## config.mk

```make
export PLATFORM = sky130hd
export DESIGN_NAME = ifu_iccm_arb_ctl
export DESIGN_NICKNAME = d
export VERILOG_FILES = /design/src/rtl/ifu_iccm_arb_pkg.sv /design/src/rtl/ifu_iccm_arb_satcnt.sv /design/src/rtl/ifu_iccm_arb_ctl.sv
export SDC_FILE = /design/constraint.sdc
export NUM_CORES = 1
export LEC_CHECK = 0
export BUFFER_PORTS_ARGS = -buffer_cell sky130_fd_sc_hd__buf_4
export CAP_MARGIN = 20
export CORE_AREA = 2 2 119 121
export DETAILED_ROUTE_END_ITERATION = 8
export DIE_AREA = 0 0 121 123
export GPL_TIMING_DRIVEN = 0
export SYNTH_ARGS = -nofsm -noshare
export SYNTH_HDL_FRONTEND = slang
export SYNTH_HIERARCHICAL = 1
export SYNTH_SLANG_ARGS = --single-unit
```

## constraint.sdc

```tcl
create_clock -name clk -period 2.03 [get_ports clk]
set_input_delay 0.203 -clock clk [delete_from_list [all_inputs] [get_ports clk]]
set_output_delay 0.203 -clock clk [all_outputs]
set_load 0.01 [all_outputs]
```

## src/rtl/ifu_iccm_arb_pkg.sv

```systemverilog
`default_nettype none
// ============================================================================
// Module      : ifu_iccm_arb_pkg
// Description : Shared types and parameter defaults for the ICCM
//               fetch/DMA arbiter.
// Revision    : 1.0 - initial release
// ============================================================================
package ifu_iccm_arb_pkg;

  // Arbiter ownership states; encodings are fixed so debug views stay stable.
  typedef enum logic [1:0] {
    FETCH = 2'b00,
    DRAIN = 2'b01,
    DMA   = 2'b10
  } arb_state_e;

  localparam int AW_DEFAULT            = 14;
  localparam int STARVE_LIMIT_DEFAULT  = 8;
  localparam int DMA_MAX_BURST_DEFAULT = 4;
  localparam int CNT_W                 = 4;

endpackage
`default_nettype wire

```

## src/rtl/ifu_iccm_arb_satcnt.sv

```systemverilog
`default_nettype none
// ============================================================================
// Module      : ifu_iccm_arb_satcnt
// Description : 4-bit up counter that sticks at all-ones; clear wins over
//               increment.
// Revision    : 1.0 - initial release
// ============================================================================
module ifu_iccm_arb_satcnt
  import ifu_iccm_arb_pkg::*;
(
  input  logic             clk,
  input  logic             rst,
  input  logic             inc_i,
  input  logic             clr_i,
  output logic [CNT_W-1:0] cnt_o
);

  logic [CNT_W-1:0] cnt_q;
  logic [CNT_W-1:0] cnt_d;

  // Next count: clear first, otherwise count up until saturated.
  always_comb begin
    cnt_d = cnt_q;
    if (clr_i) begin
      cnt_d = '0;
    end else if (inc_i && (cnt_q != '1)) begin
      cnt_d = cnt_q + 1'b1;
    end
  end

  // Count register.
  always_ff @(posedge clk or posedge rst) begin
    if (rst) begin
      cnt_q <= '0;
    end else begin
      cnt_q <= cnt_d;
    end
  end

  assign cnt_o = cnt_q;

endmodule
`default_nettype wire

```

## src/rtl/ifu_iccm_arb_ctl.sv

```systemverilog
`default_nettype none
// ============================================================================
// Module      : ifu_iccm_arb_ctl
// Description : Arbitrates the single ICCM SRAM port between instruction
//               fetch (normal priority winner) and DMA, with a starvation
//               escape that drains fetch and hands DMA a bounded burst.
// Revision    : 1.0 - initial release
// ============================================================================
module ifu_iccm_arb_ctl
  import ifu_iccm_arb_pkg::*;
#(
  parameter int AW            = AW_DEFAULT,
  parameter int STARVE_LIMIT  = STARVE_LIMIT_DEFAULT,
  parameter int DMA_MAX_BURST = DMA_MAX_BURST_DEFAULT
) (
  input  logic          clk,
  input  logic          rst,
  input  logic          ifc_req,
  input  logic [AW-1:0] ifc_addr,
  output logic          ifc_gnt,
  output logic          ifc_rsp_valid,
  input  logic          dma_req,
  input  logic          dma_we,
  input  logic [AW-1:0] dma_addr,
  input  logic [63:0]   dma_wdata,
  output logic          dma_gnt,
  output logic          dma_rsp_valid,
  input  logic          flush,
  output logic          iccm_rden,
  output logic          iccm_wren,
  output logic [AW-1:0] iccm_addr,
  output logic [63:0]   iccm_wdata,
  input  logic [63:0]   iccm_rdata,
  output logic [63:0]   rsp_rdata,
  output logic          dma_iccm_stall_any
);

  arb_state_e       state_q;
  arb_state_e       state_d;
  logic             w_ifc_gnt;
  logic             w_dma_gnt;
  logic [CNT_W-1:0] w_starve_cnt;
  logic [CNT_W-1:0] w_burst_cnt;
  logic             w_burst_last;
  logic             w_dma_exit;
  logic             ifc_rsp_q;
  logic             dma_rsp_q;

  // This grant completes the allowed DMA burst.
  assign w_burst_last = w_dma_gnt && (w_burst_cnt == CNT_W'(DMA_MAX_BURST - 1));
  // DMA ownership ends when the requester goes away or the burst is used up.
  assign w_dma_exit   = (state_q == DMA) && (!dma_req || w_burst_last);

  // Grant selection and state transitions.
  always_comb begin
    w_ifc_gnt = 1'b0;
    w_dma_gnt = 1'b0;
    state_d   = state_q;
    unique case (state_q)
      FETCH: begin
        w_ifc_gnt = ifc_req;
        w_dma_gnt = dma_req && !ifc_req;
        if (dma_req && !w_dma_gnt &&
            (w_starve_cnt == CNT_W'(STARVE_LIMIT - 1))) begin
          state_d = DRAIN;
        end
      end
      DRAIN: begin
        state_d = DMA;
      end
      DMA: begin
        w_dma_gnt = dma_req;
        if (w_dma_exit) begin
          state_d = FETCH;
        end
      end
      default: begin
        state_d = FETCH;
      end
    endcase
  end

  // State register.
  always_ff @(posedge clk or posedge rst) begin
    if (rst) begin
      state_q <= FETCH;
    end else begin
      state_q <= state_d;
    end
  end

  // Cycles DMA has been kept waiting while requesting.
  ifu_iccm_arb_satcnt u_starve_cnt (
    .clk   (clk),
    .rst   (rst),
    .inc_i (dma_req && !w_dma_gnt),
    .clr_i (w_dma_gnt || !dma_req || w_dma_exit),
    .cnt_o (w_starve_cnt)
  );

  // Beats granted during the current forced DMA ownership.
  ifu_iccm_arb_satcnt u_burst_cnt (
    .clk   (clk),
    .rst   (rst),
    .inc_i ((state_q == DMA) && w_dma_gnt),
    .clr_i (w_dma_exit),
    .cnt_o (w_burst_cnt)
  );

  // One-cycle read response tracking; flush only cancels the fetch side.
  always_ff @(posedge clk or posedge rst) begin
    if (rst) begin
      ifc_rsp_q <= 1'b0;
      dma_rsp_q <= 1'b0;
    end else begin
      ifc_rsp_q <= w_ifc_gnt && !flush;
      dma_rsp_q <= w_dma_gnt && !dma_we;
    end
  end

  // Grants are held low while reset is applied.
  assign ifc_gnt = w_ifc_gnt && !rst;
  assign dma_gnt = w_dma_gnt && !rst;

  assign ifc_rsp_valid      = ifc_rsp_q && !flush;
  assign dma_rsp_valid      = dma_rsp_q;
  assign rsp_rdata          = iccm_rdata;
  assign dma_iccm_stall_any = (state_q == DRAIN) || (state_q == DMA);

  // SRAM port steering from whichever requester holds the grant.
  assign iccm_rden  = ifc_gnt || (dma_gnt && !dma_we);
  assign iccm_wren  = dma_gnt && dma_we;
  assign iccm_addr  = ifc_gnt ? ifc_addr : (dma_gnt ? dma_addr : '0);
  assign iccm_wdata = dma_gnt ? dma_wdata : 64'd0;

endmodule
`default_nettype wire

```

* After elaboration in Yosys (flattened, before gate mapping)
Index checks and enable logic that the tools add are counted.
Storage, ports and cells: flip-flop bits (word level) 12, word-level logic and storage cells 59, input port bits 162, output and inout port bits 149
Operators by class: equal/unequal tests 8, reduce and logical (&&, ||, !) cells 32, add/sub/neg operators 2, muxes and demuxes 12
Operators by type and width (count):
- 64-bit two-way mux | 1
- 14-bit two-way mux | 2
- 1-bit logical AND | 16
- 4-bit two-way mux | 4
- 4-bit by 1-bit adder with 4-bit output, second input constant | 2
- 4-bit != test, second input constant | 2
- 1-bit zero test | 7
- 2-bit case mux with 3 select lines | 1
- 1-bit logical OR | 5
- 4-bit by 2-bit equality test with 1-bit output, second input constant | 1
- 4-bit by 3-bit equality test with 1-bit output, second input constant | 1
- 2-bit two-way mux | 2
- 2-bit != test, second input constant | 2
- 2-bit nonzero test | 2
- 2-bit by 1-bit equality test with 1-bit output, second input constant | 1
- 2-bit equality test, second input constant | 1
- 2-bit zero test | 1
- 1-bit case mux with 2 select lines | 1
- 2-bit AND reduction | 1
- 1-bit two-way mux | 1

* Longest topological paths before layout
depth in word-level cells 8, depth in mapped cells 7, mapped depth without buffers 7

* Hierarchy
Netlist, hierarchy kept.
By module, submodules not included:
- ifu_iccm_arb_ctl | sequential area each 100.1 µm², cells each 195, times used 1, area an instance 1442.6 µm²
- ifu_iccm_arb_satcnt | sequential area each 100.1 µm², cells each 21, times used 2, area an instance 230.2 µm²

* Least setup slack after synthesis
No wires, ideal clock.
path type register to register, from register state_q[0], to register u_starve_cnt.cnt_q[0], in the netlist u_starve_cnt/cnt_o[0], library setup time 125 ps, path slack 302 ps, period minus slack after synthesis 1728 ps, buffers on the path 0, stages on the path, launching flop included 8, arrival time 1603 ps, required time 1905 ps, path through dfrtp_1 inv_1 ha_1 nand2b_1 and3_1 inv_1 a31oi_4 mux2_4
Between the ends: word-level cells in the longest chain between the ends 7, elaborated cells between the ends (all ways) 13, those cells by class eq/ne (1); mux (2); reduce/logical (10)
Ends and longest elaborated chain:
- start: declaration | line ifu_iccm_arb_ctl.sv:38 | arb_state_e state_q;
- start signal: assignment | line ifu_iccm_arb_ctl.sv:88 | state_q <= state_d;
- 2-bit equality test / 2-bit zero test (equally long branches) | line ifu_iccm_arb_ctl.sv:52, ifu_iccm_arb_ctl.sv:59
- 1-bit case mux with 2 select lines | line ifu_iccm_arb_ctl.sv:59 | unique case (state_q)
- 1-bit logical AND | line ifu_iccm_arb_ctl.sv:50 | assign w_burst_last = w_dma_gnt && (w_burst_cnt == CNT_W'(DMA_MAX_BURST - 1));
- 1-bit logical OR | line ifu_iccm_arb_ctl.sv:52 | assign w_dma_exit = (state_q == DMA) && (!dma_req || w_burst_last);
- 1-bit logical AND | line ifu_iccm_arb_ctl.sv:52
- 1-bit logical OR | line ifu_iccm_arb_ctl.sv:97 | .clr_i (w_dma_gnt || !dma_req || w_dma_exit),
- 4-bit two-way mux / 2-bit nonzero test (equally long branches)
- end signal: assignment | line ifu_iccm_arb_satcnt.sv:36 | cnt_q <= cnt_d;
- end: declaration | line ifu_iccm_arb_satcnt.sv:18 | logic [CNT_W-1:0] cnt_q;
Several ways; a longest one is shown, not always the timed one. A chain may end at the register's enable or synchronous reset.

* Final worst setup path
from register state_q[1], to output iccm_wdata[53]
Between the ends: word-level cells in the longest chain between the ends 4, elaborated cells between the ends (all ways) 5, those cells by class eq/ne (1); mux (2); reduce/logical (2)
Ends and longest elaborated chain:
- 2-bit equality test / 2-bit zero test (equally long branches) | line ifu_iccm_arb_ctl.sv:59
- 1-bit case mux with 2 select lines * | line ifu_iccm_arb_ctl.sv:59
- 1-bit logical AND * | line ifu_iccm_arb_ctl.sv:123 | assign dma_gnt = w_dma_gnt && !rst;
- 64-bit two-way mux * | line ifu_iccm_arb_ctl.sv:134 | assign iccm_wdata = dma_gnt ? dma_wdata : 64'd0;
- end: declaration | line ifu_iccm_arb_ctl.sv:32 | output logic [63:0] iccm_wdata,
Every way passes the cells marked *; elsewhere a longest branch is shown, timed or not.

==> results.toml <==
[yosys]
syn_area_um2 = 1900
syn_area_per_cell_um2 = 8.03
ys_seq_elements = 12
syn-num-nets = 405
yosysUniqueCellTypes = 32
yosysWarnings = 6
syn_inst = 237
ys.flop_type = "dfrtp_1"
synth_edf_count = 0
yosysSeqAreaShare_pct = 15.8
async_flop_share_pct = 100

[place]
post-place-ws_ns = -0.0252
place_area_um2 = 3980
io_buffers = 246
dpl.hpwl_um = 7780
routabilityCongestion = 0.709

[global_route]
grt_pass1_wl_um = 11700
grt_overflow = 0
track_usage_pct = 9.72
grt_pass1_vias = 2296
antenna_found_initial = 0
grt_max_degree = 11

[floorplanning]
chipHeight_um = 123
die_x_um = 121
core_area_um2 = 13600
initial_utilization_pct = 14.0
core.rowCount = 43
die-area_um2 = 14900
io_pins = 311

[detailed_routing]
num_vias = 2509
viasPerCell = 3.71
first_pass_iters = 4
wirelength_um = 8920
routedWlPerCell_um = 13.2
drtAntennaViolNets = 0
drt_iter0_drc = 57
drc = 0

[setup_path]
cp-end-kind = "output port"
worstSetupStartpointType = "register"
max_stage_delay_ns = 0.41
crit_fanout = 10
slowest_stage = "dfrtp_1"
reg2regPathDepth = 7
cp.arrival_ns = 1.77
r2r_setup_slack_ns = 0.30
crit_path_end = "iccm_wdata[53]"
reg2reg_from = "state_q[1]"
startpoint = "state_q[1]"
required_ns = 1.83
timing.rr.end = "u_starve_cnt/cnt_o[0]"
path_class = "reg -> out"
cp_cell_sequence = "inv_2 > ha_4 > nand2b_4 > a21oi_4 > buf_8 > buf_6 > and2_1 > buf_4"

[sta]
skew_ns = 0.000396
rsz0062_at_grt = "yes"
tightest_slew_ns = 0.428
relSlewSlack_pct = 71.4
final-max-slew-violation-count = 0
fin_ws_ns = 0.0525
fin_crit_sh_pct = 97.4
fmax_mhz = 506
hold_viol = 0
min_period_ns = 1.98
setup_viol = 0
finalSetupTns_ns = 0

[layout]
multiInputGateArea_um2 = 1060
fin_nets = 665
area_delta_synth_final_pct = 123
antenna_cells = 0
seq_area_um2 = 300
drive_gt1_share_pct = 71.2
final_cell_area_um2 = 4250
fill_cells = 1461

[run]
max-cap-violations = 0

[hold_path]
hp-class = "in -> reg"

[cts]
clk_path_buf_depth = 2
clk_transition_reported_paths_ns = 0.04
clock_sinks = 12
cts_tree = "built"
cts_htree_levels = 1
insertion_delay_ns = 0.24
cts_root_buffer = "clkbuf_16"
numCtsBuffers = 3

[status]
outcome = "finished clean"

[power]
power_w = 0.00129
power.leakage_nw = 2.30
peakVddDrop_mv = 0.273
p_per_area_nw_per_um2 = 303
[report_power, final]
part | switching, W | internal (W) | total (W) | leakage [nW]
clock | 0.000104 | 0.000297 | 0.000402 | 0.0442
sequential | 0.00000196 | 0.000243 | 0.000245 | 0.166
combinational | 0.000229 | 0.000411 | 0.000639 | 2.09
total | 0.000335 | 0.000951 | 0.00129 | 2.30
[layout make-up]
type / count / area share (%)
timing repair buffer: 255 / 45.9
multi-input combinational: 139 / 25.1
buffer: 73 / 13.4
sequential: 12 / 7.07
tap: 180 / 5.31
clock buffer: 4 / 2.09
inverter: 13 / 1.15
[worst max-delay path, delay by kind of cell, from the launching register on]
kind            cells  cell delay (ns)
simple gates        2             0.23
compound gates      1             0.20
fa+ha+maj           1             0.17
buf+inv             4             0.53
flops               1             0.41
[registers in the layout (all words and copies together) (netlist names)]
signal              count
u_burst_cnt/cnt_o       4
u_starve_cnt/cnt_o      4
state_q                 2
dma_rsp_valid           1
ifc_rsp_q               1
[metal layers]
layer  global-route usage (%)  wire (um)
met5                        0          0
met1                     12.5       3430
met3                     1.94        710
met2                     17.2       4740
met4                     1.53         37
[stage by stage]
step                      std cells  utilization, %  hold slack, ns
after detailed placement        663            29.2           0.153
after floorplan                 237               -         -0.0309
after CTS                       671            30.5           0.116
after global placement          663            29.2           0.141
after global routing            676            31.2           0.130
final                           676            31.2           0.120
[cell families (layout without fill, tap and decap cells)]
family | after synthesis | count (layout) | share of synthesized area, %
multiplexers | 4 | 4 | 2.63
adder cells (fa/ha/maj) | 6 | 6 | 3.94
AND/OR/NAND/NOR | 98 | 98 | 31.9
AO/OA/AOI/OAI | 31 | 31 | 14.1
flip-flops | 12 | 12 | 15.8
buffers and inverters | 86 | 345 | 31.7
[synthesized netlist by cell type, drive strengths merged, types with 3 or more instances]
cell / n / area (um^2)
inv: 13 / 48.8
dfrtp: 12 / 300
a21oi: 5 / 32.5
and2: 65 / 407
o211ai: 4 / 30.0
nor2: 4 / 17.5
ha: 6 / 75.1
nand2b: 8 / 50.1
a22o: 14 / 123
nand4: 3 / 18.8
nor2b: 3 / 18.8
nor3: 5 / 25.0
buf: 72 / 551
[timing repair]
action                                  CTS  global route
pin swaps                                 1             3
buffers inserted                          3             4
gates cloned                              0             1
hold endpoints to repair                 12             0
hold buffers                              1             0
gates resized for setup                  13            21
endpoints found under the setup margin   81            73
[layout by cell type, fill, tap and decap left out, types with 5 or more instances in the layout]
master / instances
inv_1: 10
nand2b_1: 7
nor3_1: 5
buf_4: 309
dfrtp_1: 12
buf_6: 14
and2_4: 9
and2_1: 56
a22o_1: 14
[worst min-delay path by stage]
stage                                        to  slack [ns]  depth (start not counted)  start
after floorplan                   dma_rsp_valid       -0.03                          1    rst
after global placement     u_burst_cnt/cnt_o[2]        0.14                          2    rst
after detailed placement  u_starve_cnt/cnt_o[2]        0.15                          2    rst
after CTS                             ifc_rsp_q        0.12                          2  flush
after global routing                  ifc_rsp_q        0.13                          2  flush
final                                 ifc_rsp_q        0.12                          2  flush
No activity file was read; power rests on OpenSTA's default activity.
